$ cat config.mk
export PLATFORM = sky130hd
export DESIGN_NAME = result_serializer
export DESIGN_NICKNAME = d
export VERILOG_FILES = /design/src/rtl/result_serializer_pkg.sv /design/src/rtl/result_serializer.sv
export SDC_FILE = /design/constraint.sdc
export NUM_CORES = 1
export LEC_CHECK = 0
export ABC_AREA = 1
export CORE_MARGIN = 4
export CORE_UTILIZATION = 40
export CTS_CLUSTER_SIZE = 10
export DETAILED_ROUTE_END_ITERATION = 8
export GPL_TIMING_DRIVEN = 0
export PLACE_DENSITY = 0.66
export SETUP_SLACK_MARGIN = 0.1
export SYNTH_ARGS = -nofsm -noshare
export SYNTH_HDL_FRONTEND = slang
export SYNTH_SLANG_ARGS = --single-unit
$ cat constraint.sdc
create_clock -name clk_in -period 1.45 [get_ports clk_in]
set_input_delay 0.435 -clock clk_in [delete_from_list [all_inputs] [get_ports clk_in]]
set_output_delay 0.435 -clock clk_in [all_outputs]
set_load 0.02 [all_outputs]
$ cat src/rtl/result_serializer_pkg.sv
// Shared definitions for the FP datapath serial framing blocks.
package result_serializer_pkg;

  // Word length shared by the operand deserializer, the adder and this serializer.
  localparam int unsigned FP_WORD_WIDTH = 32;

  // Serializer state encoding.
  localparam int unsigned STATE_WIDTH = 2;

  typedef enum logic [STATE_WIDTH-1:0] {
    ST_IDLE  = 2'b00,
    ST_SHIFT = 2'b01,
    ST_DONE  = 2'b10
  } state_t;

endpackage

$ cat src/rtl/result_serializer.sv
// Parallel-to-serial output stage: captures a result word on load_in and
// shifts it out one bit per accepted transfer, with downstream backpressure.
module result_serializer
  import result_serializer_pkg::*;
#(
  parameter int unsigned WIDTH     = FP_WORD_WIDTH,
  parameter bit          LSB_FIRST = 1'b1
) (
  input  logic             clk_in,
  input  logic             rst_in,
  input  logic             load_in,
  input  logic [WIDTH-1:0] parallel_in,
  input  logic             shift_en_in,
  output logic             serial_out,
  output logic             serial_valid,
  output logic             busy_out,
  output logic             done_out
);

  localparam int unsigned          CNT_WIDTH  = (WIDTH > 1) ? $clog2(WIDTH) : 1;
  localparam logic [CNT_WIDTH-1:0] LAST_COUNT = CNT_WIDTH'(WIDTH - 1);

  state_t               state_q, state_d;
  logic [WIDTH-1:0]     shadow_q, shadow_d;
  logic [CNT_WIDTH-1:0] count_q, count_d;
  logic                 serial_out_d;
  logic                 serial_valid_d;
  logic                 busy_d;
  logic                 done_d;

  // Move the word one place toward the output end, zero filling behind it.
  function automatic logic [WIDTH-1:0] shift_toward_out(input logic [WIDTH-1:0] w);
    if (LSB_FIRST) begin
      return {1'b0, w[WIDTH-1:1]};
    end else begin
      return {w[WIDTH-2:0], 1'b0};
    end
  endfunction

  // Bit currently sitting at the output end of the shadow register.
  function automatic logic out_bit(input logic [WIDTH-1:0] w);
    if (LSB_FIRST) begin
      return w[0];
    end else begin
      return w[WIDTH-1];
    end
  endfunction

  // Next-state, datapath and next-output decode.
  always_comb begin
    state_d  = state_q;
    shadow_d = shadow_q;
    count_d  = count_q;

    unique case (state_q)
      ST_IDLE: begin
        if (load_in) begin
          shadow_d = parallel_in;
          count_d  = '0;
          state_d  = ST_SHIFT;
        end
      end
      ST_SHIFT: begin
        if (shift_en_in) begin
          shadow_d = shift_toward_out(shadow_q);
          if (count_q == LAST_COUNT) begin
            // Last accept: park the counter at zero instead of wrapping.
            count_d = '0;
            state_d = ST_DONE;
          end else begin
            count_d = count_q + CNT_WIDTH'(1);
          end
        end
      end
      ST_DONE: begin
        state_d = ST_IDLE;
      end
      default: begin
        state_d  = ST_IDLE;
        shadow_d = '0;
        count_d  = '0;
      end
    endcase

    // Outputs are registered, so decode them from the upcoming state.
    serial_valid_d = (state_d == ST_SHIFT);
    serial_out_d   = serial_valid_d & out_bit(shadow_d);
    busy_d         = (state_d == ST_SHIFT) || (state_d == ST_DONE);
    done_d         = (state_d == ST_DONE);
  end

  // State, datapath and output registers; reset aborts any word in flight.
  always_ff @(posedge clk_in) begin
    if (rst_in) begin
      state_q      <= ST_IDLE;
      shadow_q     <= '0;
      count_q      <= '0;
      serial_out   <= 1'b0;
      serial_valid <= 1'b0;
      busy_out     <= 1'b0;
      done_out     <= 1'b0;
    end else begin
      state_q      <= state_d;
      shadow_q     <= shadow_d;
      count_q      <= count_d;
      serial_out   <= serial_out_d;
      serial_valid <= serial_valid_d;
      busy_out     <= busy_d;
      done_out     <= done_d;
    end
  end

endmodule
Word-level counts from Yosys, hierarchy flattened
Cells that the tools add are included.
Word-level totals
  flip-flop bits (word level): 43
  bits of input ports: 36
  output and inout bits: 4
  word-level logic and storage cells: 32
Operators by class
  add/sub/neg operators: 1
  eq/ne operators: 7
  muxes and demuxes: 11
  bitwise gates (word level): 2
  reduce and logical (&&, ||, !) cells: 3
Operator list (count)
  one-hot mux 32 bit (3 select lines): 1
  2-to-1 mux 32 bit: 2
  2-to-1 mux 5 bit: 3
  one-hot mux 5 bit (3 select lines): 1
  2-to-1 mux 2 bit: 3
  adder 5 x 1 -> 5 bit (second input constant): 1
  equality test 5 bit (second input constant): 1
  equality test 2 x 1 -> 1 bit (second input constant): 2
  equality test 2 bit (second input constant): 2
  != test 2 bit (second input constant): 2
  one-hot mux 2 bit (2 select lines): 1
  AND reduction 3 bit: 1
  zero test 2 bit: 1
  bitwise AND 1 bit: 1
  logical OR 1 bit: 1
  NOT 1 bit: 1

Depth between registers and ports, before layout
  depth after elaboration: 6
  depth in mapped cells: 12
  depth with buffers taken out: 12

Least setup slack after synthesis
OpenSTA, ideal clock, no wires.
  path type: register to register
  start point: reg count_q[0]
  end point: reg serial_out
  setup time: 0.109 ns
  data arrival time: 1.427 ns
  required time: 1.341 ns
  setup slack: -0.086 ns
  cell stages (with the launch flop): 13
  path buffers: 0
  clock period less this slack: 1.536 ns
  cell sequence: dfxtp_1 > ha_1 > nand2_1 > nor2_1 > ha_1 > nand2_1 > nor2_1 > inv_1 > ha_1 > inv_1 > nor2_1 > nand2_1 > inv_1
On the way
  longest elaborated chain between the ends: 6
RTL lines
  start, declared: line result_serializer.sv:25  | logic [CNT_WIDTH-1:0] count_q, count_d;
  start signal, assigned: line result_serializer.sv:105  | count_q <= count_d;
  equality test 5 bit: line result_serializer.sv:66  | if (count_q == LAST_COUNT) begin
  2-to-1 mux 2 bit: line result_serializer.sv:66
  2-to-1 mux 2 bit: line result_serializer.sv:64  | if (shift_en_in) begin
  one-hot mux 2 bit (2 select lines): line result_serializer.sv:55  | unique case (state_q)
  net state_d[1]: line result_serializer.sv:23  | state_t state_q, state_d;
  equality test 2 x 1 -> 1 bit: line result_serializer.sv:86  | serial_valid_d = (state_d == ST_SHIFT);
  net serial_valid_d: line result_serializer.sv:27  | logic serial_valid_d;
  bitwise AND 1 bit: line result_serializer.sv:87  | serial_out_d = serial_valid_d & out_bit(shadow_d);
  end signal, assigned: line result_serializer.sv:106  | serial_out <= serial_out_d;
  end, declared: line result_serializer.sv:14  | output logic serial_out,
The timed path passes the listed nets, and every way through them passes these cells.
A chain may end at the register's enable or synchronous reset.

Final worst setup path
  start point: reg count_q[1]
  end point: reg serial_out
The elaborated chain is that of the path after synthesis.

==> results.py <==
metrics = {
    "outcome": {
        "status": "finished, violations left",
        "violations": "setup timing",
    },
    "global_routing": {
        "busiest_layer": "met2",
        "grt_pass1_wl_um": 9225,
        "grt_max_degree": 13,
        "grt_pass1_vias": 2117,
        "grt-ovfl-total": 0,
        "use_met2": 0.2989,
        "use_met3": 0.03362,
        "grt_util_met1": 0.2175,
        "track_usage": 0.1759,
        "antenna_found_initial": 0,
    },
    "worst_setup_path": {
        "r2r.worst_path.cells": 12,
        "reg2reg_slack_ns": -0.07,
        "critPathLaunchType": "register",
        "reg2reg_to": "serial_out",
        "path_max_fanout": 2,
        "critical_path_class": "reg2reg",
        "endpoint_kind": "register",
        "worstPathArrival_ns": 1.72,
        "r2r-start": "count_q[1]",
        "crit_required_ns": 1.66,
    },
    "sta": {
        "tightest_slew_ns": 0.5269,
        "rsz0062_at_grt": "yes",
        "finClkSkew_ns": 0.009083,
        "finalMaxSlewViolations": 0,
        "whs_ns": 0.4838,
        "slew_headroom": 0.6487,
        "final-setup-viol-count": 3,
        "fmax_ghz": 0.6594,
        "fin_ws_ns": -0.06642,
        "fin_crit_sh": 1.046,
        "post-route-min-period_ns": 1.516,
        "hold_viol_final": 0,
    },
    "pwr": {
        "combPwrFrac": 0.188,
        "power_frac_seq": 0.477,
        "p_per_area_nw_per_um2": 937.6,
        "peakVddDrop_uv": 509.3,
        "p_sw_frac": 0.2701,
        "p_switching_mw": 0.7347,
        "p_leak_nw": 1.159,
        "intPower_mw": 1.986,
        "clkPwrFrac": 0.335,
    },
    "clocking": {
        "htreeDepth": 2,
        "clk_pin_slew_ns": 0.08,
        "cts_tree": "yes",
        "root_buffer": "clkbuf_8",
        "cts_sinks": 43,
        "clock_latency_ns": 0.30,
        "clk_path_buf_depth": 2,
        "holdBufCountCts": 0,
        "numCtsBuffers": 5,
    },
    "yosys": {
        "avgSynthCellArea_um2": 6.342,
        "yosysWarnings": 0,
        "ys_seq_area_frac": 0.3878,
        "ys_async_sr_fraction": 0,
        "ys_seq_elements": 43,
        "synth_top_area_frac": 0.3878,
        "synthCells": 350,
        "synth_cell_types": 18,
        "synth.most_common_cell": "nor2_1",
        "yosys-top-cells-count": "102 x nor2_1, 80 x nand2_1, 43 x dfxtp_1",
        "synth_area_leaders": "dfxtp_1 39%, nor2_1 17%, nand2_1 14%",
        "synth_edf_count": 0,
        "synthFlopType": "dfxtp_1",
        "yosysTopAreaCell": "dfxtp_1",
        "synth_area_um2": 2220,
        "syn_nets": 390,
    },
    "layout": {
        "diodes": 0,
        "drive_gt1_frac": 0.1382,
        "area.growth.synth_to_final_pct": 30.72,
        "fin_nets": 438,
        "fin_util": 0.5540,
    },
    "job": {
        "drv_cap": 0,
    },
    "die": {
        "die_area_um2": 6805,
        "core_area_um2": 5238,
        "initial_core_util": 0.4238,
        "dieHeight_um": 82.49,
        "ios": 40,
        "row_count": 26,
        "die_x_um": 82.49,
    },
    "drt": {
        "ant_nets": 0,
        "avgRoutedWirePerCell_um": 11.90,
        "wl_um": 5568,
        "num_vias": 2272,
        "drc": 0,
        "viasPerCell": 4.855,
        "first_pass_iters": 4,
        "drtIter0Drc": 82,
    },
    "placed_design": {
        "dpl.hpwl_um": 3675,
        "io_buffers": 36,
        "place.gp.congestion": 0.7583,
    },
    "worst_hold_path": {
        "hold_start": "shadow_q[20]",
        "min_path_type": "reg2reg",
        "hold_depth": 2,
        "hold_path_end": "shadow_q[20]",
    },
}
==> layout make-up <==
| cell class | count | area (um2) |
|---|---|---|
| Tap cell | 70 | 87.58 |
| Clock inverter | 1 | 30.03 |
| Inverter | 16 | 62.56 |
| Multi-Input combinational cell | 267 | 1269 |
| Clock buffer | 6 | 72.57 |
| Buffer | 24 | 127.6 |
| Fill cell | 544 | 2336 |
| Sequential cell | 43 | 870.8 |
| Timing Repair Buffer | 41 | 381.6 |
==> flip-flops by register name, summed over array words and instances, names as in the netlist <==
register / cells
busy_out: 1
state_q: 2
shadow_q: 32
count_q: 5
serial_valid: 1
done_out: 1
serial_out: 1
==> logic make-up after synthesis <==
kind of cell / count (synthesis) / share of synthesized area
simple gates: 223 / 0.4076
flops: 43 / 0.3878
compound gates: 40 / 0.09752
buf+inv: 40 / 0.08456
fa+ha+maj: 4 / 0.02255
==> cell usage in the layout, fill, tap and decap left out, drive strengths merged <==
cell type      synthesis  final
a21oi                 33     33
a22oi                  2      2
buf                   14     19
bufinv                 0      1
clkbuf                10     20
clkdlybuf4s50          0     32
dfxtp                 43     43
ha                     4      4
inv                   16     16
nand2                 82     82
nand3                 36     36
nand4                  2      2
nor2                 103    103
o21ai                  5      5
==> power by group through the flow <==
stage / Clock, mW / Sequential (mW) / Combinational, mW
after floorplan: 0 / 1.33 / 0.305
after global placement: 0 / 1.32 / 0.485
after detailed placement: 0 / 1.33 / 0.490
after CTS: 0.925 / 1.30 / 0.507
after global routing: 0.964 / 1.31 / 0.577
final: 0.910 / 1.30 / 0.512
==> layer usage <==
layer | vias up | share of wire | wire [um]
met5 | - | 0 | 0
met4 | 0 | 0.016 | 91
met3 | 9 | 0.039 | 218
met2 | 38 | 0.49 | 2706
met1 | 1027 | 0.46 | 2552
li1 | 1198 | - | -
==> worst max-delay path by stage <==
stage	startpoint	to	slack, ns	cells past startpoint
finish	count_q[1]	serial_out	-0.07	12
global route	count_q[1]	serial_out	-0.14	12
CTS	count_q[0]	serial_out	-0.1	12
detailed placement	count_q[0]	serial_out	-0.19	12
global placement	count_q[0]	serial_out	-0.17	12
floorplan	count_q[0]	serial_out	-0.02	12
==> worst max-delay path: stages (launching register included) <==
cell	delay (ns)
dfxtp_4	0.36
ha_4	0.14
nand2_4	0.06
nor2_4	0.14
ha_4	0.17
nand2_4	0.06
nand2_2	0.09
nand2_4	0.07
ha_4	0.16
inv_2	0.05
nor2_2	0.03
nand2_1	0.07
inv_1	0.03
==> what timing repair did <==
item                       4_1_cts  5_1_grt
setup endpoints to repair        9       44
hold endpoints to repair         0        0
pin swaps                        8        9
setup buffers                    6        0
gates resized for setup         20       18
==> metrics by stage <==
| stage | TNS, ns | std cells | power [mW] | setup WS [ns] | cell area (um2) |
|---|---|---|---|---|---|
| 4_1_cts | -0.2065 | 469 | 2.728 | -0.09769 | 2874 |
| 2_1_floorplan | -0.02427 | 350 | 1.631 | -0.02427 | 2242 |
| 6_report | -0.1254 | 468 | 2.720 | -0.06642 | 2902 |
| 3_5_place_dp | -0.7924 | 456 | 1.817 | -0.1923 | 2690 |
| 5_1_grt | -0.4716 | 468 | 2.848 | -0.1424 | 2902 |
| 3_3_place_gp | -0.4676 | 456 | 1.809 | -0.1739 | 2690 |
(Power assumes the default switching activity.)
